**config.mk**
```make
export PLATFORM = sky130hd
export DESIGN_NAME = can_bit_destuff
export DESIGN_NICKNAME = d
export VERILOG_FILES = /design/src/rtl/can_bit_destuff.sv
export SDC_FILE = /design/constraint.sdc
export NUM_CORES = 1
export LEC_CHECK = 0
export CAP_MARGIN = 20
export CORE_ASPECT_RATIO = 0.6
export CORE_UTILIZATION = 45
export DETAILED_ROUTE_END_ITERATION = 12
export PLACE_DENSITY = 0.7
export SETUP_SLACK_MARGIN = 0.2
export SLEW_MARGIN = 0
export SYNTH_ARGS = -nofsm -noshare
export SYNTH_HDL_FRONTEND = slang
export SYNTH_SLANG_ARGS = --single-unit
export TNS_END_PERCENT = 5
```
**constraint.sdc**
```tcl
create_clock -name clk -period 5 [get_ports clk]
set_input_delay 0.75 -clock clk [delete_from_list [all_inputs] [get_ports clk]]
set_output_delay 0.75 -clock clk [all_outputs]
set_load 0.02 [all_outputs]
```
**src/rtl/can_bit_destuff.sv**
```systemverilog
// Purpose: removes CAN stuff bits from the sampled Rx stream and flags stuff-rule violations.
// Latency: dout/dvalid/stuff_drop/stuff_err are registered, 1 clk after the triggering dvalid_in.
// Backpressure: none; one bit accepted per dvalid_in pulse, downstream must take every dvalid.
module can_bit_destuff #(
  parameter int STUFF_LEN = 5,
  parameter int CNT_W     = 4
) (
  input  logic       clk,
  input  logic       rst,
  input  logic       din_in,
  input  logic       dvalid_in,
  input  logic       sof,
  input  logic       stuff_region,
  input  logic       sample_en,
  output logic       dout,
  output logic       dvalid,
  output logic       stuff_drop,
  output logic       stuff_err,
  output logic [7:0] stuff_cnt
);

  localparam logic [1:0] IDLE = 2'd0;
  localparam logic [1:0] RUN  = 2'd1;
  localparam logic [1:0] ERR  = 2'd2;

  localparam logic [CNT_W-1:0] RUN_MAX = CNT_W'(STUFF_LEN);
  localparam logic [CNT_W-1:0] RUN_ONE = CNT_W'(1);

  logic [1:0]       state;
  logic [CNT_W-1:0] run_cnt;
  logic             last_bit;

  // Frame FSM, run-length tracking and registered output pulses.
  always_ff @(posedge clk) begin
    if (rst) begin
      state      <= IDLE;
      run_cnt    <= '0;
      last_bit   <= 1'b1;
      dout       <= 1'b1;
      dvalid     <= 1'b0;
      stuff_drop <= 1'b0;
      stuff_err  <= 1'b0;
      stuff_cnt  <= 8'd0;
    end else begin
      // Pulses default low; only a qualifying bit raises one for a single clk.
      dvalid     <= 1'b0;
      stuff_drop <= 1'b0;
      stuff_err  <= 1'b0;
      case (state)
        IDLE: begin
          // Only a dominant SOF bit opens a frame; the SOF bit is the first of the run.
          if (dvalid_in && sof && !din_in) begin
            dvalid    <= 1'b1;
            dout      <= 1'b0;
            run_cnt   <= RUN_ONE;
            last_bit  <= 1'b0;
            stuff_cnt <= 8'd0;
            state     <= RUN;
          end
        end
        RUN: begin
          // Losing sample_en ends the frame even in cycles without a bit.
          if (!sample_en) begin
            state <= IDLE;
          end else if (dvalid_in) begin
            if (!stuff_region) begin
              // Outside the stuffed fields: pass through and restart counting on re-entry.
              dvalid  <= 1'b1;
              dout    <= din_in;
              run_cnt <= '0;
            end else if (run_cnt == RUN_MAX && din_in != last_bit) begin
              // Stuff bit: dropped, but it begins the next run of equal bits.
              stuff_drop <= 1'b1;
              if (stuff_cnt != 8'hFF) stuff_cnt <= stuff_cnt + 8'd1;
              run_cnt  <= RUN_ONE;
              last_bit <= din_in;
            end else if (run_cnt == RUN_MAX) begin
              stuff_err <= 1'b1;
              state     <= ERR;
            end else if (din_in == last_bit) begin
              dvalid  <= 1'b1;
              dout    <= din_in;
              run_cnt <= run_cnt + RUN_ONE;
            end else begin
              dvalid   <= 1'b1;
              dout     <= din_in;
              run_cnt  <= RUN_ONE;
              last_bit <= din_in;
            end
          end
        end
        ERR: begin
          // Bits are discarded until the frame is closed by frame_length_calc.
          if (!sample_en) state <= IDLE;
        end
        default: state <= IDLE;
      endcase
    end
  end

endmodule

```
## Word-level counts from Yosys, hierarchy flattened

Index checks and enable logic that the tools add are counted.

| word-level totals | value |
|---|---|
| register bits | 19 |
| output and inout bits | 12 |
| word-level logic and storage cells | 95 |

| operators by class | value |
|---|---|
| add/subtract/negate cells | 2 |
| equality and inequality tests | 22 |
| multiplexer cells | 46 |
| bitwise gates (word level) | 4 |
| reduce and logical (&&, ||, !) cells | 13 |

Operator list:

| operator | number |
|---|---|
| $mux 8 | 6 |
| $mux 4 | 7 |
| $ne 3x3->1 const B | 8 |
| $mux 1 | 20 |
| $pmux 8 s2 | 1 |
| $mux 2 | 7 |
| $ne 2x2->1 const B | 7 |
| $reduce_and 7->1 | 2 |
| $reduce_and 6->1 | 2 |
| $add 8x1->8 const B | 1 |
| $ne 8x8->1 const B | 1 |
| $pmux 4 s2 | 1 |
| $pmux 1 s2 | 3 |
| $pmux 2 s3 | 1 |
| $reduce_or 6->1 | 1 |
| $reduce_and 5->1 | 1 |
| $reduce_or 5->1 | 1 |
| $add 4x1->4 const B | 1 |
| $eq 4x3->1 const B | 1 |
| $ne 4x4->1 const B | 1 |
| $not 1->1 | 4 |
| $logic_and 1x1->1 | 3 |
| $eq 2x1->1 const B | 1 |
| $eq 2x2->1 const B | 1 |
| 5 further kinds | 5 |

## Logic depth before layout (Yosys ltp)

Gate-level depths: netlist (run 1).

| depth | value |
|---|---|
| word-level depth | 8 |
| mapped depth | 6 |
| mapped depth without buffers | 6 |

## Least setup slack after synthesis (run 1)

Ideal clock, no wire load.

| path | value |
|---|---|
| path type | in2reg |
| start point | input stuff_region |
| end point | register stuff_cnt[5] |
| library setup time | 0.133 ns |
| data arrival time | 1.747 ns |
| path slack | 3.120 ns |
| stages | 4 |
| path buffers | 0 |
| path through | nand4b_1 a311o_1 o311ai_2 a31oi_1 |

| on the way | value |
|---|---|
| word-level cells in the longest chain between the ends | 2 |

Ends and longest elaborated chain:

| item | line | RTL |
|---|---|---|
| start: declaration | 13 | `input logic stuff_region,` |
| $ne 2x2->1 (no line) | -- |  |
| $reduce_and 7->1 (no line) | -- |  |
| end signal: assignment | 74 | `if (stuff_cnt != 8'hFF) stuff_cnt <= stuff_cnt + 8'd1;` |
| end: declaration | 19 | `output logic [7:0] stuff_cnt` |

No other way between the ends.
A chain may end at the register's enable or synchronous reset.

## Final worst setup path (run 1)

| path | value |
|---|---|
| start point | input din_in |
| end point | register run_cnt[0] |

| on the way | value |
|---|---|
| word-level cells in the longest chain between the ends | 8 |
| elaborated cells on any way between the ends | 15 |
| those cells by class | 4 x eq/ne; 7 x mux; 4 x reduce/logical |

Ends and longest elaborated chain:

| item | line | RTL |
|---|---|---|
| start: declaration | 10 | `input logic din_in,` |
| $eq 1x1->1 | 80 | `end else if (din_in == last_bit) begin` |
| $mux 4 | 80 |  |
| $mux 4 | 77 | `end else if (run_cnt == RUN_MAX) begin` |
| $mux 4 | 71 | `end else if (run_cnt == RUN_MAX && din_in != last_bit) begin` |
| $mux 4 | 66 | `if (!stuff_region) begin` |
| $mux 4 | 65 | `end else if (dvalid_in) begin` |
| $mux 4 | 63 | `if (!sample_en) begin` |
| $pmux 4 s2 | 49 | `case (state)` |
| end signal: assignment | 83 | `run_cnt <= run_cnt + RUN_ONE;` |
| end: declaration | 30 | `logic [CNT_W-1:0] run_cnt;` |

Parallel ways exist; a longest one is shown, timed or not. The select of a mux whose other input is x is not followed.

==> results of run 1 <==
-- cell usage after synthesis --
cell type                   count
sky130_fd_sc_hd__a21oi_1        7
sky130_fd_sc_hd__nor3_1         6
sky130_fd_sc_hd__and2_2         1
sky130_fd_sc_hd__mux2i_1        1
sky130_fd_sc_hd__nand4b_1       4
sky130_fd_sc_hd__o22ai_1        1
sky130_fd_sc_hd__ha_1           3
sky130_fd_sc_hd__a21oi_4        1
sky130_fd_sc_hd__o21ai_0        6
sky130_fd_sc_hd__o21ai_1        1
sky130_fd_sc_hd__nor2_1         6
sky130_fd_sc_hd__nor3b_1        1
sky130_fd_sc_hd__nand3b_1       2
sky130_fd_sc_hd__nor2b_1        3
sky130_fd_sc_hd__a211oi_1       3
sky130_fd_sc_hd__a21o_1         1
sky130_fd_sc_hd__clkbuf_1       4
sky130_fd_sc_hd__o21a_1         1
sky130_fd_sc_hd__a22oi_1        1
sky130_fd_sc_hd__nand2_1        8
sky130_fd_sc_hd__o31ai_1        1
sky130_fd_sc_hd__and4b_1        2
sky130_fd_sc_hd__and4_1         2
sky130_fd_sc_hd__a311oi_1       3
sky130_fd_sc_hd__a311o_1        3
sky130_fd_sc_hd__nand3_1        7
sky130_fd_sc_hd__inv_1          5
sky130_fd_sc_hd__xnor2_2        1
sky130_fd_sc_hd__nand4_1        4
sky130_fd_sc_hd__a31oi_1        5
sky130_fd_sc_hd__nand2b_1       4
sky130_fd_sc_hd__nor4_1         2
sky130_fd_sc_hd__dfxtp_1       19
sky130_fd_sc_hd__a311oi_2       1
sky130_fd_sc_hd__and2_1         1
sky130_fd_sc_hd__o311ai_2       1
sky130_fd_sc_hd__a2111oi_0      1
sky130_fd_sc_hd__xor2_1         1
-- registers in the layout, indices dropped and copies added, names as in the netlist --
register    cells
stuff_drop      1
stuff_cnt       8
stuff_err       1
run_cnt         4
dvalid          1
state           2
last_bit        1
dout            1
-- routing by layer --
metal  wire (um)  part of all wire [%]
met1        1420                    51
met2        1130                    40
met3         233                   8.3
met4          18                  0.64
met5           0                     0
-- logic make-up (layout without fill, tap and decap cells) --
| group | count (synthesis) | count (layout) |
|---|---|---|
| buffers and inverters | 9 | 27 |
| flip-flops | 19 | 19 |
| AND/OR/NAND/NOR | 53 | 53 |
| adder cells (fa/ha/maj) | 3 | 3 |
| XOR/XNOR | 2 | 2 |
| AO/OA/AOI/OAI | 37 | 37 |
| multiplexers | 1 | 1 |
-- where the power goes --
part	leakage [nW]	internal, mW	switching (mW)	total (mW)
Clock	0.0255	0.0555	0.0553	0.111
Combinational	0.238	0.0122	0.0183	0.0304
Sequential	0.154	0.153	0.00230	0.156
Total	0.417	0.221	0.0759	0.297
-- cell usage in the layout, fill, tap and decap left out, types with 4 or more instances in the layout --
| cell type | netlist | routed |
|---|---|---|
| sky130_fd_sc_hd__dfxtp_1 | 19 | 19 |
| sky130_fd_sc_hd__clkdlybuf4s50_1 | 0 | 18 |
| sky130_fd_sc_hd__nand2_1 | 8 | 8 |
| sky130_fd_sc_hd__a21oi_1 | 7 | 7 |
| sky130_fd_sc_hd__nand3_1 | 7 | 7 |
| sky130_fd_sc_hd__nor3_1 | 6 | 6 |
| sky130_fd_sc_hd__nor2_1 | 6 | 6 |
| sky130_fd_sc_hd__o21ai_0 | 6 | 6 |
| sky130_fd_sc_hd__inv_1 | 5 | 5 |
| sky130_fd_sc_hd__a31oi_1 | 5 | 5 |
| sky130_fd_sc_hd__nand4b_1 | 4 | 4 |
| sky130_fd_sc_hd__nand2b_1 | 4 | 4 |
| sky130_fd_sc_hd__nand4_1 | 4 | 4 |
-- cell type report --
cell class	instances	area [sq um]
fill	211	880
multi-input combinational	96	653
sequential	19	380
timing repair buffer	18	180
clock buffer	3	41.3
tap	30	37.5
inverter	5	18.8
clock inverter	1	5.00
-- critical path, delay by kind of cell --
kind,cells,cell delay [ns]
compound gates,2,0.95
buf+inv,1,0.54
simple gates,2,0.49
-- final timing paths --
check	end	slack, ns	cells past startpoint
setup / recovery	run_cnt[0]$_SDFFE_PP0P_	2.38	5
hold / removal	dout$_SDFFE_PP1P_	0.47	2
setup reg to reg	stuff_cnt[3]$_SDFFE_PP0P_	3.04	5
hold reg to reg	dout$_SDFFE_PP1P_	0.47	2
==> results by group, run 1 <==
Status
  – Outcome: finished, final reports clean

Yosys
  – Xor/xnor cell area share of the yosys netlist: 2.34%
  – Basic-gate share of the synthesized area counting and, or, nand and nor cells: 28.8%
  – Synth top area share: 35.6%
  – Share of cell area taken by muxes after synthesis: 0.938%
  – Number of instances in the synthesized netlist: 124
  – Adder-cell share of the synthesized area: 3.52%
  – Number of synthesized register bits: 19
  – Mapped Nets: 134
  – Combined area of all synthesized cells: 1070 sq um
  – Leading post-synthesis cells by cell area: sky130_fd_sc_hd__dfxtp_1, sky130_fd_sc_hd__ha_1, sky130_fd_sc_hd__a21oi_1, sky130_fd_sc_hd__nand3_1, sky130_fd_sc_hd__nand4b_1
  – Post-Synthesis Mean Instance Area: 8.61 sq um
  – Share of the yosys chip area belonging to registers: 35.6%
  – Post-synthesis compound-gate area fraction: 25.6%
  – Distinct cell type count of the synthesized netlist: 38
  – Leading area contributor after synthesis: sky130_fd_sc_hd__dfxtp_1
  – Largest family of logic cells by synthesized area: simple AND/OR/NAND/NOR gates
  – YS warnings: 0

Final layout
  – Non-Filler Cell Area, Final: 1320 sq um
  – Antenna Cells: 0
  – Filler-free cell count of the finished design: 172
  – Core Util, Final: 59.9%
  – Number of nets at the end of the flow: 153
  – Synthesis-to-layout area growth: 23.3%
  – Share of final-layout standard cells stronger than drive strength 1: 6.34%

Global route
  – M2 GR Usage: 34.9%
  – Residual overflow from global routing: 0
  – Most Crowded Layer GR: met2
  – Gr usage total: 23.4%
  – Met1 routing resource usage after global routing: 32.8%
  – Antenna violations before repair: 0
  – Met3 Usage GRT: 6.40%
  – Via count of the first global-routing pass: 922
  – Largest net degree at the start of global routing: 23
  – Wire length of the first global-routing pass: 4320 um

STA
  – Final hold viol count: 0
  – Fin crit period: 2.62 ns
  – Unrepaired setup endpoints after global routing: no
  – Hold Worst Slack: 0.466 ns
  – Headroom to the max-slew limit: 40.1%
  – Count of endpoints failing setup in the final report: 0
  – Maximum clock skew at final layout: 0.00709 ns
  – Final total negative setup slack: 0 ns
  – Number of max-slew violations in the final report: 0
  – Slew at the pin with the worst max-slew slack: 0.893 ns
  – Final Worst Setup Slack: 2.38 ns
  – Final Cycle Share: 52.4%
  – Fmax: 382 MHz

Die
  – Die Height: 39.7 um
  – Effective utilization at floorplan: 48.6%
  – FP Rows: 13
  – Count of boundary I/O pins: 19
  – Die X-Extent: 64.9 um
  – Core area: 2200 sq um
  – Die Outline Area: 2580 sq um

Clock network
  – Total setup buffers inserted after CTS: 0
  – Clock transition time at the flip-flop clock pins of the worst setup and hold paths: 0.07 ns
  – Post-CTS resize count: 0
  – Clock net sink count: 19
  – Number of buffers created by CTS: 3
  – CTS tree: yes
  – CTS Hold Bufs: 0
  – Clock latency of the later-clocked register in the worst-skew pair: 0.26 ns
  – H-Tree Level Count: 1
  – CTS Root Cell: sky130_fd_sc_hd__clkbuf_8
  – Clock tree buffer depth: 2

Job
  – Max-capacitance violation count: 0

Drt
  – Post-detailed-route wirelength per cell: 16.3 um
  – Detail-routed via count per cell: 6.26
  – Number of optimization iterations in the first detailed-route pass: 4
  – Total Routed Length: 2810 um
  – DRC marker count from the first detailed-route iteration: 171
  – Antenna violation net count after detailed routing: 0
  – Vias after detailed routing: 1076
  – Count of unresolved DRC violations after routing: 0

Placed design
  – Placed cell area: 1270 sq um
  – GP Congestion: 0.894
  – Port-buffer cells: 18
  – Half-perimeter wire length of the detailed placement result: 2030 um
  – Post-placement setup slack: 2.18 ns
  – Placed cell count: 168

Critical path
  – Start point of the critical path: din_in
  – Arrival time of the worst setup path: 2.73 ns
  – Crit path max-delay cell type: sky130_fd_sc_hd__a2111oi_0
  – Maximum single-stage delay on the critical path: 0.55 ns
  – Kind of critical path: in2reg
  – Req. time, crit path: 5.11 ns
  – Cell Chain, Critical Path: clkdlybuf4s50_1 > nor3b_1 > o21ai_1 > a2111oi_0 > nor3_1
  – Maximum fanout along the worst path: 9
  – Reg-to-reg startpoint: run_cnt[0]$_SDFFE_PP0P_
  – Kind of capture point of the worst setup path: flip-flop
  – Critical path launch point type: primary input

Power
  – VDD IR-drop max: 0.168 mV
  – Areal power density over the cells: 226 nW/um^2
  – Power after layout: 0.297 mW
  – Total leakage power: 0.417 nW

Min path
  – Type of the worst min-delay path: reg2reg
  – Hold Startpoint: dout$_SDFFE_PP1P_
No activity file was read; power rests on OpenSTA's default activity.
==> run 2, diff against run 1 <==
--- a/config.mk
+++ b/config.mk
@@ -9,7 +9,7 @@
 export CORE_ASPECT_RATIO = 0.6
 export CORE_UTILIZATION = 45
 export DETAILED_ROUTE_END_ITERATION = 12
-export PLACE_DENSITY = 0.7
+export PLACE_DENSITY = 0.73
 export SETUP_SLACK_MARGIN = 0.2
 export SLEW_MARGIN = 0
 export SYNTH_ARGS = -nofsm -noshare
==> constraint.sdc (replaced) <==
create_clock -name clk -period 2.3 [get_ports clk]
set_input_delay 0.345 -clock clk [delete_from_list [all_inputs] [get_ports clk]]
set_output_delay 0.345 -clock clk [all_outputs]
set_load 0.02 [all_outputs]
==> results by group, run 2 (synthesis gave the netlist of run 1 again) <==
Status
  – Outcome: finished, final reports clean

Critical path
  – Kind of capture point of the worst setup path: flip-flop
  – Critical path launch point type: flip-flop
  – Arrival time of the worst setup path: 2.10 ns (-0.63 ns)
  – Req. time, crit path: 2.48 ns (-2.63 ns)
  – Maximum fanout along the worst path: 7 (-2)
  – Register-to-Register Setup Slack: 0.37 ns (-2.67 ns)
  – Kind of critical path: reg2reg
  – Reg-to-reg startpoint: run_cnt[0]$_SDFFE_PP0P_
  – Start point of the critical path: run_cnt[0]$_SDFFE_PP0P_

Global route
  – Residual overflow from global routing: 0 (unchanged)
  – Antenna violations before repair: 0 (unchanged)
  – Via count of the first global-routing pass: 927 (+0.54%)
  – Wire length of the first global-routing pass: 4400 um (+1.8%)
  – Largest net degree at the start of global routing: 23 (unchanged)
  – Gr usage total: 23.6% (+0.18 points)

Placed design
  – Placed cell count: 173 (+3.0%)
  – Placed cell area: 1310 sq um (+3.0%)
  – GP Congestion: 0.851 (-4.7%)
  – Half-perimeter wire length of the detailed placement result: 2000 um (-1.3%)
  – Port-buffer cells: 18 (unchanged)

STA
  – Count of endpoints failing setup in the final report: 0 (unchanged)
  – Slew at the pin with the worst max-slew slack: 0.783 ns (-0.110 ns)
  – Maximum clock skew at final layout: 0.00423 ns (-0.00285 ns)
  – Final total negative setup slack: 0 ns (unchanged)
  – Unrepaired setup endpoints after global routing: no
  – Final hold viol count: 0 (unchanged)
  – Fmax: 519 MHz
  – Final Cycle Share: 83.7%
  – Headroom to the max-slew limit: 47.6% (+7.6 points)
  – Fin crit period: 1.93 ns
  – Number of max-slew violations in the final report: 0 (unchanged)

Drt
  – DRC marker count from the first detailed-route iteration: 123 (-28%)
  – Number of optimization iterations in the first detailed-route pass: 4 (unchanged)
  – Post-detailed-route wirelength per cell: 15.0 um (-8.0%)
  – Total Routed Length: 2660 um (-5.3%)
  – Detail-routed via count per cell: 5.95 (-4.8%)
  – Vias after detailed routing: 1054 (-2.0%)
  – Count of unresolved DRC violations after routing: 0 (unchanged)
  – Antenna violation net count after detailed routing: 0 (unchanged)

Final layout
  – Non-Filler Cell Area, Final: 1350 sq um (+2.9%)
  – Filler-free cell count of the finished design: 177 (+2.9%)
  – Most common cell after layout, fill and taps aside: sky130_fd_sc_hd__dfxtp_1
  – Number of nets at the end of the flow: 158 (+3.3%)
  – Highest-count cells in the layout ignoring fill and taps: sky130_fd_sc_hd__dfxtp_1, sky130_fd_sc_hd__clkdlybuf4s50_1, sky130_fd_sc_hd__nand2_1, sky130_fd_sc_hd__a21oi_1, sky130_fd_sc_hd__nand3_1
  – Share of final-layout standard cells stronger than drive strength 1: 9.52% (+3.2 points)
  – Largest register FFs: 8 (unchanged)
  – Most flops, register: stuff_cnt
  – Synthesis-to-layout area growth: 26.8%
  – Registers with the most flip-flops: stuff_cnt (8), run_cnt (4), state (2)
  – Antenna Cells: 0 (unchanged)

Clock network
  – Clock tree buffer depth: 2 (unchanged)
  – Number of buffers created by CTS: 3 (unchanged)
  – Clock latency of the later-clocked register in the worst-skew pair: 0.26 ns (about the same)
  – Clock transition time at the flip-flop clock pins of the worst setup and hold paths: 0.07 ns (about the same)
  – CTS Hold Bufs: 0 (unchanged)
  – CTS tree: yes
  – CTS Root Cell: sky130_fd_sc_hd__clkbuf_8
  – Clock net sink count: 19 (unchanged)
  – Total setup buffers inserted after CTS: 0 (unchanged)
  – H-Tree Level Count: 1 (unchanged)
  – Post-CTS resize count: 0 (unchanged)

Power
  – VDD IR-drop max: 0.363 mV (+120%)
  – Power share of the combinational group: 10.9% (+0.6 points)
  – Sequential group share of total power: 52.5% (about the same)
  – Areal power density over the cells: 475 nW/um^2 (+110%)
  – Power after layout: 0.644 mW (+120%)
  – Clock group share of total power: 36.6% (-0.7 points)
  – Switching fraction of total power: 24.7% (-0.81 points)
  – Internal power consumption: 0.484 mW (+120%)
  – Total leakage power: 0.440 nW (+5.5%)
  – Switching pwr: 0.159 mW (+110%)

Min path
  – Hold Startpoint: dout$_SDFFE_PP1P_
  – Type of the worst min-delay path: reg2reg

Die
  – Die X-Extent: 64.9 um (unchanged)
  – Core area: 2200 sq um (unchanged)
  – Count of boundary I/O pins: 19 (unchanged)
  – FP Rows: 13 (unchanged)
  – Die Outline Area: 2580 sq um (unchanged)
  – Die Height: 39.7 um (unchanged)
  – Effective utilization at floorplan: 48.6% (unchanged)

Job
  – Max-capacitance violation count: 0 (unchanged)
[run 2: final timing paths]
path / endpoint / cells past startpoint
worst max-delay path: run_cnt[0]$_SDFFE_PP0P_ / 6
worst min-delay path: dout$_SDFFE_PP1P_ / 2
worst max register to register: run_cnt[0]$_SDFFE_PP0P_ / 6
worst min register to register: dout$_SDFFE_PP1P_ / 2
[run 2: per-layer routing]
metal | track usage (%) | wire length, um | up-vias
li1 | - | - | 529
met1 | 32.0 | 1250 | 473
met2 | 36.2 | 1120 | 50
met3 | 8.14 | 272 | 2
met4 | 4.44 | 12 | 0
met5 | 0 | 0 | -
[run 2: layout make-up]
cell class / count / area, sq um
Multi-Input combinational cell: 96 / 653
Fill cell: 200 / 842
Sequential cell: 19 / 380
Timing Repair Buffer: 23 / 218
Clock inverter: 1 / 5.00
Tap cell: 30 / 37.5
Inverter: 5 / 18.8
Clock buffer: 3 / 41.3
[run 2: per-stage QoR]
stage	util, %	hold slack [ns]	worst slack (ns)
after detailed placement	59.5	0.453	0.164
after CTS	61.7	0.461	0.419
after global routing	61.7	0.482	0.248
after global placement	59.5	0.446	0.251
after floorplan	-	0.477	0.555
final	61.7	0.459	0.375
[run 2: power by group through the flow]
stage                     Clock (mW)  Sequential [mW]  Combinational, mW
after CTS                      0.242            0.338             0.0695
after detailed placement           0            0.345             0.0693
final                          0.235            0.338             0.0703
after floorplan                    0            0.347             0.0367
after global routing           0.259            0.338             0.0758
after global placement             0            0.345             0.0674
[run 2: worst max-delay path: stages (launching register included)]
cell	delay, ns
sky130_fd_sc_hd__dfxtp_1	0.43
sky130_fd_sc_hd__ha_1	0.20
sky130_fd_sc_hd__nand4b_1	0.27
sky130_fd_sc_hd__buf_4	0.25
sky130_fd_sc_hd__nor3_1	0.39
sky130_fd_sc_hd__a2111oi_0	0.14
sky130_fd_sc_hd__nor3_1	0.16
==> run 3, diff against run 2 <==
--- a/config.mk
+++ b/config.mk
@@ -9,7 +9,7 @@
 export CORE_ASPECT_RATIO = 0.6
 export CORE_UTILIZATION = 45
 export DETAILED_ROUTE_END_ITERATION = 12
-export PLACE_DENSITY = 0.73
+export PLACE_DENSITY = 0.7
 export SETUP_SLACK_MARGIN = 0.2
 export SLEW_MARGIN = 0
 export SYNTH_ARGS = -nofsm -noshare
==> constraint.sdc (replaced) <==
create_clock -name clk -period 1.9 [get_ports clk]
set_input_delay 0.285 -clock clk [delete_from_list [all_inputs] [get_ports clk]]
set_output_delay 0.285 -clock clk [all_outputs]
set_load 0.02 [all_outputs]
==> results by group, run 3 (synthesis gave the netlist of run 1 again) <==
Drt
  – Post-detailed-route wirelength per cell: 15.8 um (+5.2%)
  – Count of unresolved DRC violations after routing: 0 (unchanged)
  – DRC marker count from the first detailed-route iteration: 92 (-25%)
  – Vias after detailed routing: 1177 (+12%)
  – Antenna violation net count after detailed routing: 0 (unchanged)
  – Number of optimization iterations in the first detailed-route pass: 6 (+2)
  – Detail-routed via count per cell: 6.16 (+3.5%)
  – Total Routed Length: 3010 um (+13%)

Global route
  – Via count of the first global-routing pass: 1000 (+7.9%)
  – Wire length of the first global-routing pass: 4690 um (+6.8%)
  – Gr usage total: 25.3% (+1.7 points)
  – Residual overflow from global routing: 0 (unchanged)
  – Antenna violations before repair: 0 (unchanged)
  – Largest net degree at the start of global routing: 23 (unchanged)

Power
  – Areal power density over the cells: 538 nW/um^2 (+13%)
  – Power after layout: 0.815 mW (+27%)
  – VDD IR-drop max: 0.402 mV (+11%)
  – Total leakage power: 0.520 nW (+18%)

Critical path
  – Critical path launch point type: flip-flop
  – Kind of capture point of the worst setup path: flip-flop
  – Kind of critical path: reg2reg
  – Req. time, crit path: 2.10 ns (-0.38 ns)
  – Maximum fanout along the worst path: 5 (-2)
  – Arrival time of the worst setup path: 1.91 ns (-0.19 ns)

Clock network
  – CTS tree: yes
  – Clock net sink count: 19 (unchanged)
  – CTS Hold Bufs: 0 (unchanged)
  – Clock latency of the later-clocked register in the worst-skew pair: 0.26 ns (about the same)
  – Clock tree buffer depth: 2 (unchanged)
  – CTS Root Cell: sky130_fd_sc_hd__clkbuf_8
  – Total setup buffers inserted after CTS: 0 (unchanged)
  – Clock transition time at the flip-flop clock pins of the worst setup and hold paths: 0.08 ns (about the same)
  – H-Tree Level Count: 1 (unchanged)
  – Number of buffers created by CTS: 3 (unchanged)

Die
  – Die Outline Area: 2580 sq um (unchanged)
  – Core area: 2200 sq um (unchanged)
  – Die Height: 39.7 um (unchanged)
  – Effective utilization at floorplan: 48.6% (unchanged)
  – Die X-Extent: 64.9 um (unchanged)
  – FP Rows: 13 (unchanged)
  – Count of boundary I/O pins: 19 (unchanged)

Final layout
  – Most flops, register: stuff_cnt
  – Most common cell after layout, fill and taps aside: sky130_fd_sc_hd__buf_4
  – Highest-count cells in the layout ignoring fill and taps: sky130_fd_sc_hd__buf_4, sky130_fd_sc_hd__dfxtp_1, sky130_fd_sc_hd__clkdlybuf4s50_1, sky130_fd_sc_hd__nand2_1
  – Registers with the most flip-flops: stuff_cnt (8), run_cnt (4), state (2)
  – Synthesis-to-layout area growth: 41.9%
  – Share of final-layout standard cells stronger than drive strength 1: 23.0% (+13 points)
  – Largest register FFs: 8 (unchanged)
  – Number of nets at the end of the flow: 172 (+8.9%)
  – Antenna Cells: 0 (unchanged)

STA
  – Final Cycle Share: 90.0% (+6.3 points)
  – Maximum clock skew at final layout: 0.00819 ns (+0.00396 ns)
  – Hold Worst Slack: 0.468 ns (+0.00891 ns)
  – Count of endpoints failing setup in the final report: 0 (unchanged)
  – Slew at the pin with the worst max-slew slack: 0.346 ns (-0.437 ns)
  – Final total negative setup slack: 0 ns (unchanged)
  – Headroom to the max-slew limit: 76.9% (+29 points)
  – Fin crit period: 1.71 ns (-0.215 ns)
  – Fmax: 585 MHz (+13%)
  – Final hold viol count: 0 (unchanged)
  – Number of max-slew violations in the final report: 0 (unchanged)
  – Unrepaired setup endpoints after global routing: yes

Placed design
  – GP Congestion: 0.885 (+4.0%)
  – Half-perimeter wire length of the detailed placement result: 2230 um (+11%)
  – Port-buffer cells: 18 (unchanged)

Status
  – Outcome: finished, final reports clean

Job
  – Max-capacitance violation count: 0 (unchanged)

Min path
  – Type of the worst min-delay path: reg2reg
-- run 3: stage by stage --
| stage | setup WS, ns | utilization (%) | std cells | instance area [sq um] |
|---|---|---|---|---|
| final | 0.189 | 68.9 | 191 | 1510 |
| after CTS | 0.166 | 66.8 | 191 | 1470 |
| after floorplan | 0.216 | - | 124 | 1070 |
| after global routing | 0.0862 | 68.9 | 191 | 1510 |
| after global placement | -0.107 | 64.5 | 187 | 1420 |
| after detailed placement | -0.161 | 64.5 | 187 | 1420 |
-- run 3: where the power goes --
group	total (mW)	internal (mW)	switching [mW]	leakage (nW)
Combinational	0.114	0.0559	0.0577	0.343
Sequential	0.409	0.403	0.00614	0.155
Clock	0.292	0.149	0.143	0.0228
-- run 3: critical path, cell delays in order (launching register included) --
cell,delay (ns)
sky130_fd_sc_hd__dfxtp_1,0.39
sky130_fd_sc_hd__ha_4,0.16
sky130_fd_sc_hd__nand4b_1,0.21
sky130_fd_sc_hd__a311o_1,0.46
sky130_fd_sc_hd__a21oi_4,0.23
sky130_fd_sc_hd__mux2i_1,0.20
-- run 3: final cells by class --
class,instances,area (sq um)
clock buffer,4,45.0
tap,30,37.5
multi-input combinational,96,704
fill,172,682
timing repair buffer,37,325
inverter,5,18.8
sequential,19,383
-- run 3: final timing paths --
path / startpoint / to / slack (ns) / depth (start not counted)
worst max-delay path: run_cnt[0]$_SDFFE_PP0P_ / stuff_cnt[1]$_SDFFE_PP0P_ / 0.19 / 5
worst min-delay path: dout$_SDFFE_PP1P_ / dout$_SDFFE_PP1P_ / 0.47 / 2
worst max register to register: run_cnt[0]$_SDFFE_PP0P_ / stuff_cnt[1]$_SDFFE_PP0P_ / 0.19 / 5
worst min register to register: dout$_SDFFE_PP1P_ / dout$_SDFFE_PP1P_ / 0.47 / 2
-- run 3: per-layer routing --
| metal | vias to the layer above | global-route usage [%] | share of wire [%] |
|---|---|---|---|
| met5 | - | 0 | 0 |
| met2 | 68 | 40.6 | 44 |
| li1 | 553 | - | - |
| met3 | 4 | 6.69 | 9.6 |
| met4 | 0 | 7.22 | 0.63 |
| met1 | 552 | 33.4 | 46 |
-- run 3: what timing repair did --
item / in CTS / in global routing
gates resized for setup: 2 / 10
hold endpoints to repair: 0 / 0
pin swaps: 0 / 3
endpoints found under the setup margin: 4 / 13
gates cloned: 0 / 0
